$ cat src/rtl/fetch_unit.sv
// fetch_unit: instruction fetch stage with PC, credit-limited memory requests,
// in-order instruction FIFO and redirect flush with stale-response discard.
// Ports: clk/rst (sync active-high); imem_req_* request channel; imem_resp_*
// response channel (in order, never back-pressured); redirect_valid/redirect_pc
// control-flow redirect; out_valid/out_ready/out_instr/out_pc decode handshake;
// fetch_misalign sticky trap flag (present only with FETCH_MISALIGN_TRAP_EN).
// Optional feature macro: FETCH_MISALIGN_TRAP_EN.
module fetch_unit #(
  parameter logic [31:0] RESET_PC = 32'h0000_0000,
  parameter int          DEPTH    = 2
) (
  input  logic        clk,
  input  logic        rst,
  output logic        imem_req_valid,
  input  logic        imem_req_ready,
  output logic [31:0] imem_req_addr,
  input  logic        imem_resp_valid,
  input  logic [31:0] imem_resp_data,
  input  logic        redirect_valid,
  input  logic [31:0] redirect_pc,
  output logic        out_valid,
  input  logic        out_ready,
  output logic [31:0] out_instr,
  output logic [31:0] out_pc
`ifdef FETCH_MISALIGN_TRAP_EN
  ,
  output logic        fetch_misalign
`endif
);
  localparam int AW = $clog2(DEPTH);
  localparam int CW = AW + 1;
  localparam logic [CW:0] DEPTH_W = (CW+1)'(DEPTH);
  logic [31:0]   r_pc;
  logic [31:0]   r_fifo_pc    [DEPTH];
  logic [31:0]   r_fifo_instr [DEPTH];
  logic [31:0]   r_pend       [DEPTH];
  logic [AW-1:0] r_rd, r_wr, r_pend_rd, r_pend_wr;
  logic [CW-1:0] r_count, r_outst, r_discard;
  logic          w_trap, w_pop_raw, w_pop, w_push, w_issue, w_credit;
  logic [31:0]   w_target;
`ifdef FETCH_MISALIGN_TRAP_EN
  logic r_misalign;
  assign w_trap         = r_misalign;
  assign fetch_misalign = r_misalign;
  assign w_target       = redirect_pc;
  always_ff @(posedge clk) begin
    if (rst)
      r_misalign <= 1'b0;
    else if (redirect_valid)
      r_misalign <= redirect_pc[1:0] != 2'b00;
  end
`else
  assign w_trap   = 1'b0;
  assign w_target = redirect_pc & ~32'h3;
`endif
  // occupancy counts buffered words plus every in-flight request, stale or not,
  // so a response always has a FIFO slot waiting for it
  assign out_valid      = (r_count != '0) && !w_trap;
  assign w_pop_raw      = out_valid && out_ready;
  assign w_credit       = ({1'b0, r_count} + {1'b0, r_outst} - {{CW{1'b0}}, w_pop_raw}) < DEPTH_W;
  assign imem_req_valid = !rst && !redirect_valid && !w_trap && w_credit;
  assign imem_req_addr  = r_pc;
  assign w_issue        = imem_req_valid && imem_req_ready;
  assign w_pop          = w_pop_raw && !redirect_valid;
  assign w_push         = imem_resp_valid && (r_discard == '0) && !redirect_valid;
  assign out_instr      = r_fifo_instr[r_rd];
  // while trapped, r_pc still holds the faulting redirect target
  assign out_pc         = w_trap ? r_pc : r_fifo_pc[r_rd];
  always_ff @(posedge clk) begin
    if (rst) begin
      r_pc      <= RESET_PC;
      r_rd      <= '0;
      r_wr      <= '0;
      r_pend_rd <= '0;
      r_pend_wr <= '0;
      r_count   <= '0;
      r_outst   <= '0;
      r_discard <= '0;
    end else begin
      r_outst <= r_outst + CW'(w_issue) - CW'(imem_resp_valid);
      // every response retires its pending PC, including dropped ones
      if (imem_resp_valid)
        r_pend_rd <= r_pend_rd + AW'(1);
      if (w_issue)
        r_pend_wr <= r_pend_wr + AW'(1);
      if (redirect_valid) begin
        r_pc      <= w_target;
        r_count   <= '0;
        r_rd      <= r_wr;
        r_discard <= r_outst - CW'(imem_resp_valid);
      end else begin
        if (w_issue)
          r_pc <= r_pc + 32'd4;
        if (w_push)
          r_wr <= r_wr + AW'(1);
        if (w_pop)
          r_rd <= r_rd + AW'(1);
        r_count   <= r_count + CW'(w_push) - CW'(w_pop);
        r_discard <= r_discard - CW'(imem_resp_valid && (r_discard != '0));
      end
    end
  end
  always_ff @(posedge clk) begin
    if (w_issue)
      r_pend[r_pend_wr] <= r_pc;
    if (w_push) begin
      r_fifo_pc[r_wr]    <= r_pend[r_pend_rd];
      r_fifo_instr[r_wr] <= imem_resp_data;
    end
  end
endmodule

$ cat config.mk
export PLATFORM = sky130hd
export DESIGN_NAME = fetch_unit
export DESIGN_NICKNAME = d
export VERILOG_FILES = /design/src/rtl/fetch_unit.sv
export SDC_FILE = /design/constraint.sdc
export NUM_CORES = 1
export LEC_CHECK = 0
export ABC_CLOCK_PERIOD_IN_PS = 4400
export CAP_MARGIN = 15
export CORE_ASPECT_RATIO = 0.8
export CORE_MARGIN = 4
export CORE_UTILIZATION = 52
export DETAILED_ROUTE_END_ITERATION = 8
export GPL_TIMING_DRIVEN = 0
export PLACE_DENSITY = 0.88
export SYNTH_ARGS = -nofsm -noshare
export SYNTH_HDL_FRONTEND = slang
export SYNTH_SLANG_ARGS = --single-unit
$ cat constraint.sdc
create_clock -name clk -period 4.4 [get_ports clk]
set_input_delay 0.44 -clock clk [delete_from_list [all_inputs] [get_ports clk]]
set_output_delay 0.44 -clock clk [all_outputs]
set_load 0.01 [all_outputs]
==> run_results.csv <==
group,metric,value,unit
outcome,status,"finished clean",
global_route,global_route.usage.total,0.200,
pwr,leakagePower,3.96,nW
placement,place_congestion,0.877,
worst_setup_path,worst_setup_path_start_kind,"register",
routing,wl_met2,9790,microns
routing,drt-initial-drc-count,540,
yosys,syn_area_per_cell,15.4,sq um
placement,io_buffer_count,159,
floorplanning,initial_core_util,0.540,
pwr,ir_drop,230,uV
yosys,syn_area,9080,sq um
timing,fin_worst_skew,0.0197,ns
clocking,ctsResizeCount,0,
routing,avgViaCountPerCell,5.60,
layout,fin_cells,1014,
worst_hold_path,hp-class,"in -> reg",
worst_setup_path,end_kind,"register",
worst_setup_path,cp.required,4.51,ns
yosys,synth_seq_cells,226,
placement,dp_hpwl,13900,microns
yosys,netlist_instances,590,
timing,post-route-min-period,3.90,ns
timing,fmax,256,MHz
worst_setup_path,crit_type,"reg -> reg",
yosys,synthFlopType,"edfxtp_1",
timing,hold_viol_final,0,
global_route,grt_pass1_vias,5830,
clocking,hold_buffers,0,
layout,final_cell_mix,"edfxtp_1 (184), clkdlybuf4s50_1 (159), mux2_2 (92)",
clocking,cts_buffer_depth,3,
layout,mostFrequentLayoutCell,"edfxtp_1",
yosys,synthArstFlopShare,0,
layout,fin_area,11800,sq um
clocking,numCtsBuffers,22,
pwr,powerDensity,423,nW/um^2
timing,max-slew-margin-rel,0.336,
timing,setup_viol,0,
layout,finalNetCount,858,
yosys,yosys_warnings,0,
timing,worst_slack,0.496,ns
layout,diodes,0,
timing,min_period_over_period,0.887,
placement,place_inst,974,
floorplanning,dieHeight,126,microns
floorplanning,core-area,16800,sq um
floorplanning,fp-row-count,42,
global_route,grt_pass1_wl,31500,microns
routing,ant_nets,0,
placement,pre_cts_ws,0.168,ns
floorplanning,ios,168,
floorplanning,die_area,19700,sq um
timing,worstMarginPinSlew,0.994,ns
clocking,cts_htree_levels,1,
layout,area_growth,29.6,%
global_route,antenna_found_initial,0,
routing,postRouteWirelength,20100,microns
clocking,cts_tree,"done",
clocking,cts-root-buf,"clkbuf_16",
global_route,overflow,0,
worst_setup_path,cp_max_fo,30,
routing,wl_met3,1740,microns
worst_setup_path,arrival,4.01,ns
timing,finalSetupTns,0,ns
timing,timing.hold.ws,0.353,ns
layout,drive_gt1_frac,0.188,
yosys,seq_area_frac_synth,0.701,
floorplanning,die_w,156,microns
timing,slew_viol_final,0,
routing,met1_length,8150,microns
job,drv_cap,0,
yosys,synth_edf_count,184,
clocking,post-cts-setup-buffers,0,
global_route,grt_max_degree,63,
routing,via_count,5682,
routing,firstDrtPassIters,5,
timing,rsz0062_at_grt,"no",
routing,drc,0,
routing,wl_per_cell,19.8,microns
clocking,worstSkewPairLatency,0.49,ns
placement,dpl_cell_area,11000,sq um
routing,top_layer_used,"met4",
clocking,clock_sinks,226,
clocking,clk_pin_slew,0.06,ns
yosys,synthDistinctLibCells,53,
synthesized netlist by cell type (4+ instances only):
cell	number	area [sq um]
buf_2	5	25.0
buf_4	4	30.0
ha_1	9	113
a21oi_1	19	95.1
mux2_2	92	1040
a211oi_1	4	30.0
clkbuf_1	19	71.3
inv_1	14	52.6
dfxtp_1	42	841
nand4_1	9	56.3
nor2_1	29	109
nand2_1	19	71.3
and3_1	10	62.6
o22ai_1	7	43.8
and2_1	9	56.3
xnor2_1	19	166
a31oi_1	8	50.1
o311ai_1	4	35.0
o21ai_1	5	25.0
nor4_1	8	50.1
or3_1	4	25.0
edfxtp_1	184	5530
xor2_1	4	35.0
nor3_1	10	50.1
nand3_1	9	45.0
worst max-delay path, stage by stage (launching register included):
cell and delay [ns]:
dfxtp_1 0.34, o21ai_0 0.35, inv_1 0.09, ha_1 0.27, nand2b_1 0.16, fa_1 0.42, xor2_2 0.44, and2_4 0.25
inv_2 0.10, buf_1 0.32, nor2_4 0.78
stage by stage:
step                utilization  total power, mW
floorplan                     -             2.83
global placement          0.652             3.10
detailed placement        0.655             3.13
CTS                       0.700             5.02
global route              0.700             5.16
finish                    0.700             4.98
sequential cells by signal (all words and copies together) (netlist names), named ones only:
name           cells
imem_req_addr     30
r_count            2
r_discard          2
r_fifo_instr      64
r_fifo_pc         60
r_outst            2
r_pend            60
r_pend_rd          1
r_pend_wr          1
r_rd               1
r_wr               1
layer usage:
layer | vias to the layer above | track usage
met4 | 0 | 0.0412
li1 | 2624 | -
met5 | - | 0
met1 | 2721 | 0.263
met3 | 45 | 0.0442
met2 | 292 | 0.347
layout make-up:
type / count / area [sq um]
sequential: 226 / 6370
buffer: 31 / 145
fill: 1106 / 5050
inverter: 16 / 60.1
timing repair buffer: 161 / 1640
multi-input combinational: 320 / 2540
tap: 220 / 275
clock buffer: 31 / 657
clock inverter: 9 / 91.3
final timing paths:
check,start,to,slack [ns],cells after the start
min reg2reg,r_pend_rd,register,0.52,2
min,rst,imem_req_addr[30],0.35,3
max,r_count[1],r_pend[0][4],0.50,10
max reg2reg,r_count[1],r_pend[0][4],0.50,10
logic make-up (layout without fill, tap and decap cells):
| logic type | count (synthesis) | after routing | share of synthesized area |
|---|---|---|---|
| AOI/OAI and AO/OA | 65 | 65 | 0.0469 |
| xor gates and xnor gates | 24 | 24 | 0.0240 |
| adders and majority gates | 10 | 10 | 0.0146 |
| buffers and inverters | 47 | 248 | 0.0226 |
| DFF | 226 | 226 | 0.701 |
| muxes | 95 | 95 | 0.117 |
| other | 1 | 4 | 0.000413 |
| and+or+nand+nor | 122 | 122 | 0.0729 |
where the power goes:
| part | switching, mW | internal (mW) |
|---|---|---|
| registers | 0.0658 | 2.43 |
| clock network | 0.738 | 1.16 |
| logic | 0.282 | 0.306 |
Power figures use the tool's default switching activity.
